File: config.mk
export PLATFORM = sky130hd
export DESIGN_NAME = glb_pe_set_scheduler
export DESIGN_NICKNAME = d
export VERILOG_FILES = /design/src/rtl/glb_pe_set_scheduler.sv
export SDC_FILE = /design/constraint.sdc
export NUM_CORES = 1
export LEC_CHECK = 0
export CELL_PAD_IN_SITES_DETAIL_PLACEMENT = 0
export CELL_PAD_IN_SITES_GLOBAL_PLACEMENT = 1
export CORE_MARGIN = 2
export CORE_UTILIZATION = 30
export CTS_CLUSTER_SIZE = 25
export DETAILED_ROUTE_END_ITERATION = 12
export PLACE_DENSITY = 0.74
export SETUP_SLACK_MARGIN = 0.02
export SLEW_MARGIN = 20
export SYNTH_ARGS = -nofsm -noshare
export SYNTH_HDL_FRONTEND = slang
export SYNTH_SLANG_ARGS = --single-unit
File: constraint.sdc
create_clock -name clk -period 3.9 [get_ports clk]
set_clock_uncertainty 0.15 [all_clocks]
set_input_delay 0.39 -clock clk [delete_from_list [all_inputs] [get_ports clk]]
set_output_delay 0.39 -clock clk [all_outputs]
set_load 0.1 [all_outputs]
File: src/rtl/glb_pe_set_scheduler.sv
// glb_pe_set_scheduler
//   Sequences one convolution pass into the PE set: checks the requested kernel
//   size, flushes the PEs, then forwards the global-buffer word stream onto the
//   shared PE bus with (row, col) destination tags. It finishes with a drain
//   window and a one-cycle done pulse.
//   Optional feature macro: SCHED_PERF_CNT_EN adds a saturating stall counter
//   output (stall_cnt).
module glb_pe_set_scheduler #(
    parameter int DATA_WIDTH = 16,
    parameter int NUM_COL    = 10,
    parameter int NUM_ROW    = 4,
    parameter int ID_WIDTH   = 4,
    parameter int FLUSH_CYC  = 2,
    parameter int DRAIN_CYC  = 8
) (
    input  logic                  clk,
    input  logic                  rstn,
    input  logic                  start,
    input  logic [7:0]            kernel_size,
    input  logic                  in_valid,
    input  logic [DATA_WIDTH-1:0] in_data,
    output logic                  in_ready,
    output logic                  bus_valid,
    output logic [DATA_WIDTH-1:0] bus_data,
    output logic [ID_WIDTH-1:0]   bus_row_id,
    output logic [ID_WIDTH-1:0]   bus_col_id,
    input  logic                  bus_ready,
    output logic                  pe_flush,
    output logic                  busy,
    output logic                  done,
    output logic                  err_cfg
`ifdef SCHED_PERF_CNT_EN
    ,
    output logic [31:0]           stall_cnt
`endif
);

    // One shared down-counter times both the flush and the drain windows, so
    // it is sized for the longer of the two.
    localparam int CNT_MAX = (FLUSH_CYC > DRAIN_CYC) ? FLUSH_CYC : DRAIN_CYC;
    localparam int CNT_W   = (CNT_MAX > 1) ? $clog2(CNT_MAX) : 1;

    localparam logic [CNT_W-1:0]    FLUSH_LOAD = CNT_W'(FLUSH_CYC - 1);
    localparam logic [CNT_W-1:0]    DRAIN_LOAD = CNT_W'(DRAIN_CYC - 1);
    localparam logic [CNT_W-1:0]    CNT_ONE    = CNT_W'(1);
    localparam logic [ID_WIDTH-1:0] COL_LAST   = ID_WIDTH'(NUM_COL - 1);
    localparam logic [ID_WIDTH-1:0] ID_ONE     = ID_WIDTH'(1);
    localparam logic [7:0]          KS_MAX     = 8'(NUM_ROW);

    typedef enum logic [2:0] {
        ST_IDLE   = 3'd0,
        ST_FLUSH  = 3'd1,
        ST_STREAM = 3'd2,
        ST_DRAIN  = 3'd3,
        ST_DONE   = 3'd4
    } state_t;

    state_t              state_reg, state_next;
    logic [7:0]          ks_reg, ks_next;
    logic [ID_WIDTH-1:0] row_reg, row_next;
    logic [ID_WIDTH-1:0] col_reg, col_next;
    logic [CNT_W-1:0]    cnt_reg, cnt_next;
    logic                err_cfg_reg, err_cfg_next;

    logic cfg_bad;
    logic xfer;
    logic col_last;
    logic row_last;

    // A kernel of zero rows or more rows than the PE array has is rejected.
    assign cfg_bad  = (kernel_size == 8'd0) || (kernel_size > KS_MAX);
    // A word moves only while streaming and both sides agree.
    assign xfer     = (state_reg == ST_STREAM) && in_valid && bus_ready;
    assign col_last = (col_reg == COL_LAST);
    assign row_last = (8'(row_reg) == (ks_reg - 8'd1));

    // State, counters and latched kernel size.
    always_ff @(posedge clk or negedge rstn) begin
        if (!rstn) begin
            state_reg   <= ST_IDLE;
            ks_reg      <= 8'd0;
            row_reg     <= '0;
            col_reg     <= '0;
            cnt_reg     <= '0;
            err_cfg_reg <= 1'b0;
        end else begin
            state_reg   <= state_next;
            ks_reg      <= ks_next;
            row_reg     <= row_next;
            col_reg     <= col_next;
            cnt_reg     <= cnt_next;
            err_cfg_reg <= err_cfg_next;
        end
    end

    // Next-state logic: pass sequencing and tag counter advance.
    always_comb begin
        state_next   = state_reg;
        ks_next      = ks_reg;
        row_next     = row_reg;
        col_next     = col_reg;
        cnt_next     = cnt_reg;
        err_cfg_next = 1'b0;

        case (state_reg)
            ST_IDLE: begin
                if (start) begin
                    if (cfg_bad) begin
                        err_cfg_next = 1'b1;
                    end else begin
                        ks_next    = kernel_size;
                        cnt_next   = FLUSH_LOAD;
                        state_next = ST_FLUSH;
                    end
                end
            end
            ST_FLUSH: begin
                if (cnt_reg == '0) begin
                    state_next = ST_STREAM;
                end else begin
                    cnt_next = cnt_reg - CNT_ONE;
                end
            end
            ST_STREAM: begin
                if (xfer) begin
                    if (col_last) begin
                        col_next = '0;
                        if (row_last) begin
                            // Final word of the pass: rewind tags for the next pass.
                            row_next   = '0;
                            cnt_next   = DRAIN_LOAD;
                            state_next = ST_DRAIN;
                        end else begin
                            row_next = row_reg + ID_ONE;
                        end
                    end else begin
                        col_next = col_reg + ID_ONE;
                    end
                end
            end
            ST_DRAIN: begin
                if (cnt_reg == '0) begin
                    state_next = ST_DONE;
                end else begin
                    cnt_next = cnt_reg - CNT_ONE;
                end
            end
            ST_DONE: begin
                state_next = ST_IDLE;
            end
            default: begin
                state_next = ST_IDLE;
            end
        endcase
    end

    // Output decode: the data path is a zero-latency pass-through while streaming.
    always_comb begin
        bus_valid = 1'b0;
        bus_data  = '0;
        in_ready  = 1'b0;
        pe_flush  = 1'b0;
        busy      = (state_reg != ST_IDLE);
        done      = (state_reg == ST_DONE);
        err_cfg   = err_cfg_reg;
        case (state_reg)
            ST_FLUSH: begin
                pe_flush = 1'b1;
            end
            ST_STREAM: begin
                bus_valid = in_valid;
                bus_data  = in_data;
                in_ready  = bus_ready;
            end
            default: begin
            end
        endcase
    end

    // Tags come straight from the registered counters so they hold during stalls.
    assign bus_row_id = row_reg;
    assign bus_col_id = col_reg;

`ifdef SCHED_PERF_CNT_EN
    logic [31:0] stall_cnt_reg, stall_cnt_next;

    // Stall counter: counts stream cycles where a word waits on the PEs.
    always_comb begin
        stall_cnt_next = stall_cnt_reg;
        if ((state_reg == ST_IDLE) && start && !cfg_bad) begin
            stall_cnt_next = 32'd0;
        end else if ((state_reg == ST_STREAM) && in_valid && !bus_ready &&
                     (stall_cnt_reg != 32'hFFFF_FFFF)) begin
            stall_cnt_next = stall_cnt_reg + 32'd1;
        end
    end

    // Stall counter register.
    always_ff @(posedge clk or negedge rstn) begin
        if (!rstn) begin
            stall_cnt_reg <= 32'd0;
        end else begin
            stall_cnt_reg <= stall_cnt_next;
        end
    end

    assign stall_cnt = stall_cnt_reg;
`endif

endmodule

==> results of run 1 <==
==> metrics by stage <==
stage / std cells / util, % / instance area [sq um] / hold slack, ps
final: 285 / 45.17 / 2133 / 350.6
after global routing: 285 / 45.17 / 2133 / 388.0
after CTS: 284 / 45.06 / 2128 / 360.4
after detailed placement: 280 / 44.08 / 2082 / 331.3
after global placement: 280 / 44.08 / 2082 / 335.3
after floorplan: 156 / - / 1463 / -55.59
==> power by group through the flow <==
stage	Sequential, W	Combinational [W]	Clock, W
6_report	0.000369	0.00125	0.000147
5_1_grt	0.000380	0.00133	0.000167
4_1_cts	0.000369	0.00126	0.000156
3_5_place_dp	0.000374	0.00126	0
3_3_place_gp	0.000373	0.00125	0
2_1_floorplan	0.000518	0.000841	0
==> worst paths after layout <==
| check | endpoint | start | slack, ps |
|---|---|---|---|
| worst max register to register | cnt_reg[2] | ks_reg[0] | 1670 |
| worst min register to register | ks_reg[7] | ks_reg[7] | 350 |
| min in group asynchronous | bus_col_id[1] | rstn | 490 |
| worst min-delay path | ks_reg[7] | ks_reg[7] | 350 |
| worst max-delay path | busy | state_reg[0] | 960 |
| max in group asynchronous | ks_reg[4] | rstn | 2760 |
==> final cells by class <==
type / count / area, sq um
flip-flops and latches: 23 / 575.6
repair buffers: 60 / 548.0
well taps: 67 / 83.83
inverters: 9 / 33.78
clock buffers: 3 / 41.29
clock inverters: 1 / 5.005
fillers: 456 / 2590
multi-input cells: 122 / 845.8
==> routing by layer <==
layer | global-route usage, % | up-vias
met1 | 17.44 | 599
met2 | 21.92 | 26
met5 | 0 | -
met3 | 3.292 | 2
li1 | - | 663
met4 | 2.424 | 0
==> synthesized netlist by cell type (4+ instances only) <==
cell and number:
sky130_fd_sc_hd__inv_1 9, sky130_fd_sc_hd__nor3_1 8, sky130_fd_sc_hd__xnor2_1 7, sky130_fd_sc_hd__ha_1 4, sky130_fd_sc_hd__nand2_1 12, sky130_fd_sc_hd__o21ai_0 4, sky130_fd_sc_hd__dfrtp_1 23, sky130_fd_sc_hd__nand2b_1 5
sky130_fd_sc_hd__and2_1 23, sky130_fd_sc_hd__nor2_1 10, sky130_fd_sc_hd__a21oi_1 5
==> worst max-delay path: stages (launching register included) <==
cell	delay [ps]
sky130_fd_sc_hd__dfrtp_1	470
sky130_fd_sc_hd__nor3_1	510
sky130_fd_sc_hd__inv_1	150
sky130_fd_sc_hd__clkdlybuf4s50_1	1000
==> cell families (layout without fill, tap and decap cells) <==
family / count (synthesis) / count (layout) / share of synthesized area [%]
simple gates: 82 / 82 / 33.28
compound gates: 24 / 24 / 13.43
xor+xnor: 9 / 9 / 5.390
fa+ha+maj: 4 / 4 / 3.422
flops: 23 / 23 / 39.35
mux: 3 / 3 / 2.310
buf+inv: 11 / 73 / 2.823
==> timing repair <==
action | CTS | global route
setup buffers | 0 | 0
hold buffers | 0 | 1
endpoints found under the hold margin | 0 | 23
endpoints found under the setup margin | 0 | 0
==> PnR_summary.wiki, run 1 <==
{| class="wikitable"
! Metric !! Value
|-
| Worst setup EP type || primary output
|-
| Clock Latency Late Sink || 260 ps
|-
| Horizontal die dimension || 73.83 microns
|-
| Flip-flop and latch count after synthesis || 23
|-
| Vias in the first global route || 1252
|-
| Area overhead of the layout relative to synthesis || 45.85%
|-
| Overall routing resource usage || 13.18%
|-
| Largest net degree at the start of global routing || 24
|-
| Post-synthesis instance total || 156
|-
| Ratio of total power to cell area || around 830 nW/um^2
|-
| Number of nets with antenna violations after detailed routing || 0
|-
| Max H-tree Level || 1
|-
| CTS tree || yes
|-
| Die Ht || 73.83 microns
|-
| Syn. warnings || 0
|-
| Clock root buffer || sky130_fd_sc_hd__clkbuf_8
|-
| Most frequent cells in the layout || sky130_fd_sc_hd__clkdlybuf4s50_1 (39), sky130_fd_sc_hd__and2_1 (23), sky130_fd_sc_hd__dfrtp_1 (23)
|-
| Comb pwr share || 70.8%
|-
| Placer's final routability congestion estimate || 0.7258
|-
| Maximum operating frequency || 0.3401 GHz
|-
| Switching Power || 0.001052 W
|-
| WL met1 || 1506 microns
|-
| Final critical-path required period || 2940 ps
|-
| Number of DRC violations after detailed-routing iteration 0 || 48
|-
| RSZ-0062 raised after global routing || no
|-
| Total standard cell area after synthesis || 1463 sq um
|-
| Post-cts sizing count || 0
|-
| Total clock buffers created by CTS || 3
|-
| Hold Path Cell Cnt || 1
|-
| Synth top area share || between 30% and 40%
|-
| Number of sinks handled by clock tree synthesis || 23
|-
| Layout cell share with drive strength beyond 1 || 16.06%
|-
| I/O pin count || 59
|-
| Number of library cell types mapped by synthesis || 44
|-
| Leading cell type in the layout, fill and taps excluded || sky130_fd_sc_hd__clkdlybuf4s50_1
|-
| Maximum net fanout on the critical path || 8
|-
| Max capacitance violation total || 0
|-
| Clk slew on worst S/H paths || 80 ps
|-
| Total number of placement rows || 25
|-
| Detail Route met3 WL || 133 microns
|-
| DP HPWL || 2530 microns
|-
| Portion of total power attributed to sequential cells || roughly a fifth
|-
| Number of setup violations in the final report || 0
|-
| Required arrival time at the worst endpoint || ~3400 ps
|-
| Main area contributors after synthesis || sky130_fd_sc_hd__dfrtp_1 (39%), sky130_fd_sc_hd__and2_1 (9.8%), sky130_fd_sc_hd__xnor2_1 (4.2%), sky130_fd_sc_hd__ha_1 (3.4%), sky130_fd_sc_hd__nand2_1 (3.1%)
|-
| Number of vias in the routed layout || 1290
|-
| Number of DRC violations after detailed routing || 0
|-
| Slew of the pin with the lowest slew margin || around 990 ps
|-
| Cell Int Power || 0.0007153 W
|-
| Startpoint type of the worst setup path || register
|-
| Switching share of power || 59.52%
|-
| Final sum of negative setup slack || 0 ps
|-
| Dominant register cell in the synthesized netlist || sky130_fd_sc_hd__dfrtp_1
|-
| Max FFs per register || 8
|-
| Post-synth top area cell || sky130_fd_sc_hd__dfrtp_1
|-
| WL met2 || 1642 microns
|-
| Total inserted antenna cells || 0
|-
| Slack of the critical path || around 960 ps
|-
| Final count of pins violating max slew || 0
|-
| Static Leak || 0.9269 nW
|-
| Proportion of register bits with asynchronous set or reset after synthesis || 100.0%
|-
| Max-slew headroom at the worst pin || about a third
|-
| Sum of routed wire length over all layers || 3300 microns
|-
| Number of antenna violations at the first check in global routing || 0
|-
| Number of buffers on the longest clock path || 2
|-
| Status || finished clean
|-
| Overall power consumption || 0.001767 W
|-
| Register area share after synthesis || roughly 40%
|-
| Core Area || 4723 sq um
|-
| Final hold violation count || 0
|-
| Share of the cycle needed by the critical path after routing || between 70% and 80%
|-
| EDFF count, synth || 0
|-
| Number of cells on the worst reg-to-reg path || 7
|-
| Hold/Removal Path Class || reg -> reg
|-
| Worst VDD drop || 340.5 uV
|-
| Final-stage net count || 252
|-
| Initial Util || 30.97%
|-
| Detailed-route vias per instance || ~4.5
|-
| Post-Syn Nets || 189
|-
| Global-route congestion overflow total || 0
|-
| Portion of total power attributed to the clock network || 8.3%
|-
| Avg Inst Size Synth || 9.376 sq um
|-
| First-pass GRT wire length || ~5800 microns
|-
| Highest routing layer actually used || met4
|-
| Floorplan die area || between 5000 and 6000 sq um
|-
| Total of buffers placed on input and output ports || 58
|-
| Crit Path Class || reg -> out
|-
| Total iterations of the first detailed-routing run || 4
|-
| Placement-stage worst setup slack || ~1200 ps
|-
| Average wire per cell in the routed design || 11.58 microns
|-
| Arrival @ worst endpoint || 2400 ps
|}
(Power assumes the default switching activity.)
==> inputs of run 2 (changes only) <==
--- a/config.mk
+++ b/config.mk
@@ -8,10 +8,10 @@
 export CELL_PAD_IN_SITES_DETAIL_PLACEMENT = 0
 export CELL_PAD_IN_SITES_GLOBAL_PLACEMENT = 1
 export CORE_MARGIN = 2
-export CORE_UTILIZATION = 30
+export CORE_UTILIZATION = 28
 export CTS_CLUSTER_SIZE = 25
 export DETAILED_ROUTE_END_ITERATION = 12
-export PLACE_DENSITY = 0.74
+export PLACE_DENSITY = 0.72
 export SETUP_SLACK_MARGIN = 0.02
 export SLEW_MARGIN = 20
 export SYNTH_ARGS = -nofsm -noshare
==> constraint.sdc (replaced) <==
create_clock -name clk -period 2.4 [get_ports clk]
set_clock_uncertainty 0.15 [all_clocks]
set_input_delay 0.24 -clock clk [delete_from_list [all_inputs] [get_ports clk]]
set_output_delay 0.24 -clock clk [all_outputs]
set_load 0.1 [all_outputs]
==> run 2 against run 1 <==
  * Global-route usage about the same
  * Sequential power is 63% higher
  * Routed wire length grew 6.2%
  * First-iteration DRC count rose by 65%
  * Sequential cell count stayed put
  * Setup slack worse by 800 ps
  * Clock power rose by 61%
  * Die area rose by 6.7%
  * Critical path depth up 2
  * Non-clock buffer count is 5 higher
  * Combinational power is 88% higher
  * Largest cell class unchanged
  * Count of clock-buffer cells in the layout grew 1
==> PnR_summary.wiki, run 2 (synthesis results as in run 1) <==
{| class="wikitable"
! Metric !! Value
|-
| Max FFs per register || 8
|-
| Fillers || just over 500
|-
| Sum of routed wire length over all layers || 3504 microns
|-
| Final hold violation count || 0
|-
| Maximum operating frequency || 0.4474 GHz
|-
| DP HPWL || 2800 microns
|-
| Post-CTS Setup Repair Bufs || 0
|-
| Hold/Removal Path Class || in -> async
|-
| Average wire per cell in the routed design || 11.96 microns
|-
| Largest net degree at the start of global routing || 24
|-
| Required arrival time at the worst endpoint || 2010 ps
|-
| Ratio of total power to cell area || 1331 nW/um^2
|-
| Placer's final routability congestion estimate || 0.7480
|-
| Clk slew on worst S/H paths || 80 ps
|-
| RSZ-0062 raised after global routing || no
|-
| Multi-input gate area in the final layout || 867.1 sq um
|-
| First-pass GRT wire length || 6382 microns
|-
| Core Area || just over 5000 sq um
|-
| Global-route met3 utilization || under 10%
|-
| Die Ht || 76.28 microns
|-
| Max H-tree Level || 1
|-
| Number of DRC violations after detailed routing || 0
|-
| Number of DRC violations after detailed-routing iteration 0 || 79
|-
| Leading cell type in the layout, fill and taps excluded || sky130_fd_sc_hd__clkdlybuf4s50_1
|-
| Overall routing resource usage || around an eighth
|-
| Max capacitance violation total || 0
|-
| Met2 Resource Use GR || 20.18%
|-
| Global-route congestion overflow total || 0
|-
| Overall power consumption || 0.003184 W
|-
| Total of buffers placed on input and output ports || 58
|-
| Startpoint type of the worst setup path || register
|-
| Share of the cycle needed by the critical path after routing || 93.13%
|-
| Area overhead of the layout relative to synthesis || 63.56%
|-
| Final count of pins violating max slew || 0
|-
| Number of antenna violations at the first check in global routing || 0
|-
| Number of nets with antenna violations after detailed routing || 0
|-
| Clock Latency Late Sink || ~260 ps
|-
| Maximum net fanout on the critical path || 16
|-
| Final critical-path required period || 2235 ps
|-
| Final sum of negative setup slack || 0 ps
|-
| CTS tree || yes
|-
| Most frequent cells in the layout || sky130_fd_sc_hd__clkdlybuf4s50_1 (28), sky130_fd_sc_hd__dfrtp_1 (23), sky130_fd_sc_hd__buf_4 (19)
|-
| Arrival @ worst endpoint || 1850 ps
|-
| Slew of the pin with the lowest slew margin || roughly 430 ps
|-
| Static Leak || approximately 1.0 nW
|-
| Total iterations of the first detailed-routing run || 4
|-
| Number of vias in the routed layout || 1317
|-
| Number of buffers on the longest clock path || 2
|-
| Worst setup EP type || primary output
|-
| Horizontal die dimension || 76.28 microns
|-
| Worst VDD drop || 825.9 uV
|-
| Layout cell share with drive strength beyond 1 || 27.35%
|-
| Initial Util || 28.82%
|-
| Clock root buffer || sky130_fd_sc_hd__clkbuf_8
|-
| Detailed-route vias per instance || 4.495
|-
| Number of setup violations in the final report || 0
|-
| FF/Latch Area || between 500 and 600 sq um
|-
| Crit Path Class || reg -> out
|-
| Met1 usage in global routing || 18.02%
|-
| Floorplan die area || 5818 sq um
|-
| Max-slew headroom at the worst pin || 71.22%
|-
| I/O pin count || 59
|-
| Total clock buffers created by CTS || 3
|-
| Final-stage net count || ~260
|-
| Total number of placement rows || 26
|-
| Layer with the highest usage || met2
|-
| Status || finished clean
|-
| Vias in the first global route || 1320
|-
| Number of sinks handled by clock tree synthesis || 23
|-
| Total inserted antenna cells || 0
|}
## run 2: final cells by class
| cell class | instances | area share (%) |
|---|---|---|
| clock buffer | 4 | 1.883 |
| inverter | 9 | 1.412 |
| sequential | 23 | 24.06 |
| multi-input combinational | 122 | 36.24 |
| tap | 70 | 3.661 |
| timing repair buffer | 65 | 32.74 |
## run 2: timing repair
| action | in CTS | in global routing |
|---|---|---|
| hold buffers | 0 | 0 |
| endpoints found under the setup margin | 0 | 1 |
| resized for setup | 0 | 1 |
## run 2: stage by stage
stage	instances	util, %	cell area, sq um	setup WS [ps]	hold slack [ps]
floorplan	156	-	1478	10.12	-205.6
detailed placement	289	46.13	2341	43.28	328.9
global placement	289	46.13	2341	61.84	332.2
global route	293	47.14	2392	31.74	201.6
CTS	293	47.02	2386	146.1	195.7
finish	293	47.14	2392	164.9	187.3
## run 2: worst paths after layout
path / endpoint / cells past startpoint / startpoint / slack [ps]
setup / recovery: bus_data[5] / 5 / state_reg[1] / 160
hold / removal: state_reg[2] / 2 / rstn / 190
setup reg to reg: cnt_reg[2] / 7 / ks_reg[1] / 210
hold reg to reg: ks_reg[6] / 1 / ks_reg[6] / 340
max in group asynchronous: cnt_reg[1] / 2 / rstn / 1680
min in group clk: ks_reg[6] / 1 / ks_reg[6] / 340
## run 2: worst max-delay path, stage by stage, from the launching register on
cell                      delay [ps]
sky130_fd_sc_hd__dfrtp_1         480
sky130_fd_sc_hd__nor2b_1         280
sky130_fd_sc_hd__nor2b_1         210
sky130_fd_sc_hd__buf_4           230
sky130_fd_sc_hd__and2_1          190
sky130_fd_sc_hd__buf_12          180
## run 2: report_power, final
group	internal, W	switching, W	total (W)
registers	0.000483	0.000117	0.000600
logic	0.000809	0.00154	0.00235
clock network	0.000118	0.000119	0.000237
## run 2: layer usage
metal	vias up	part of all wire (%)
met3	6	5.4
met1	606	46
met4	0	1.7
met2	28	46
met5	-	0
li1	677	-
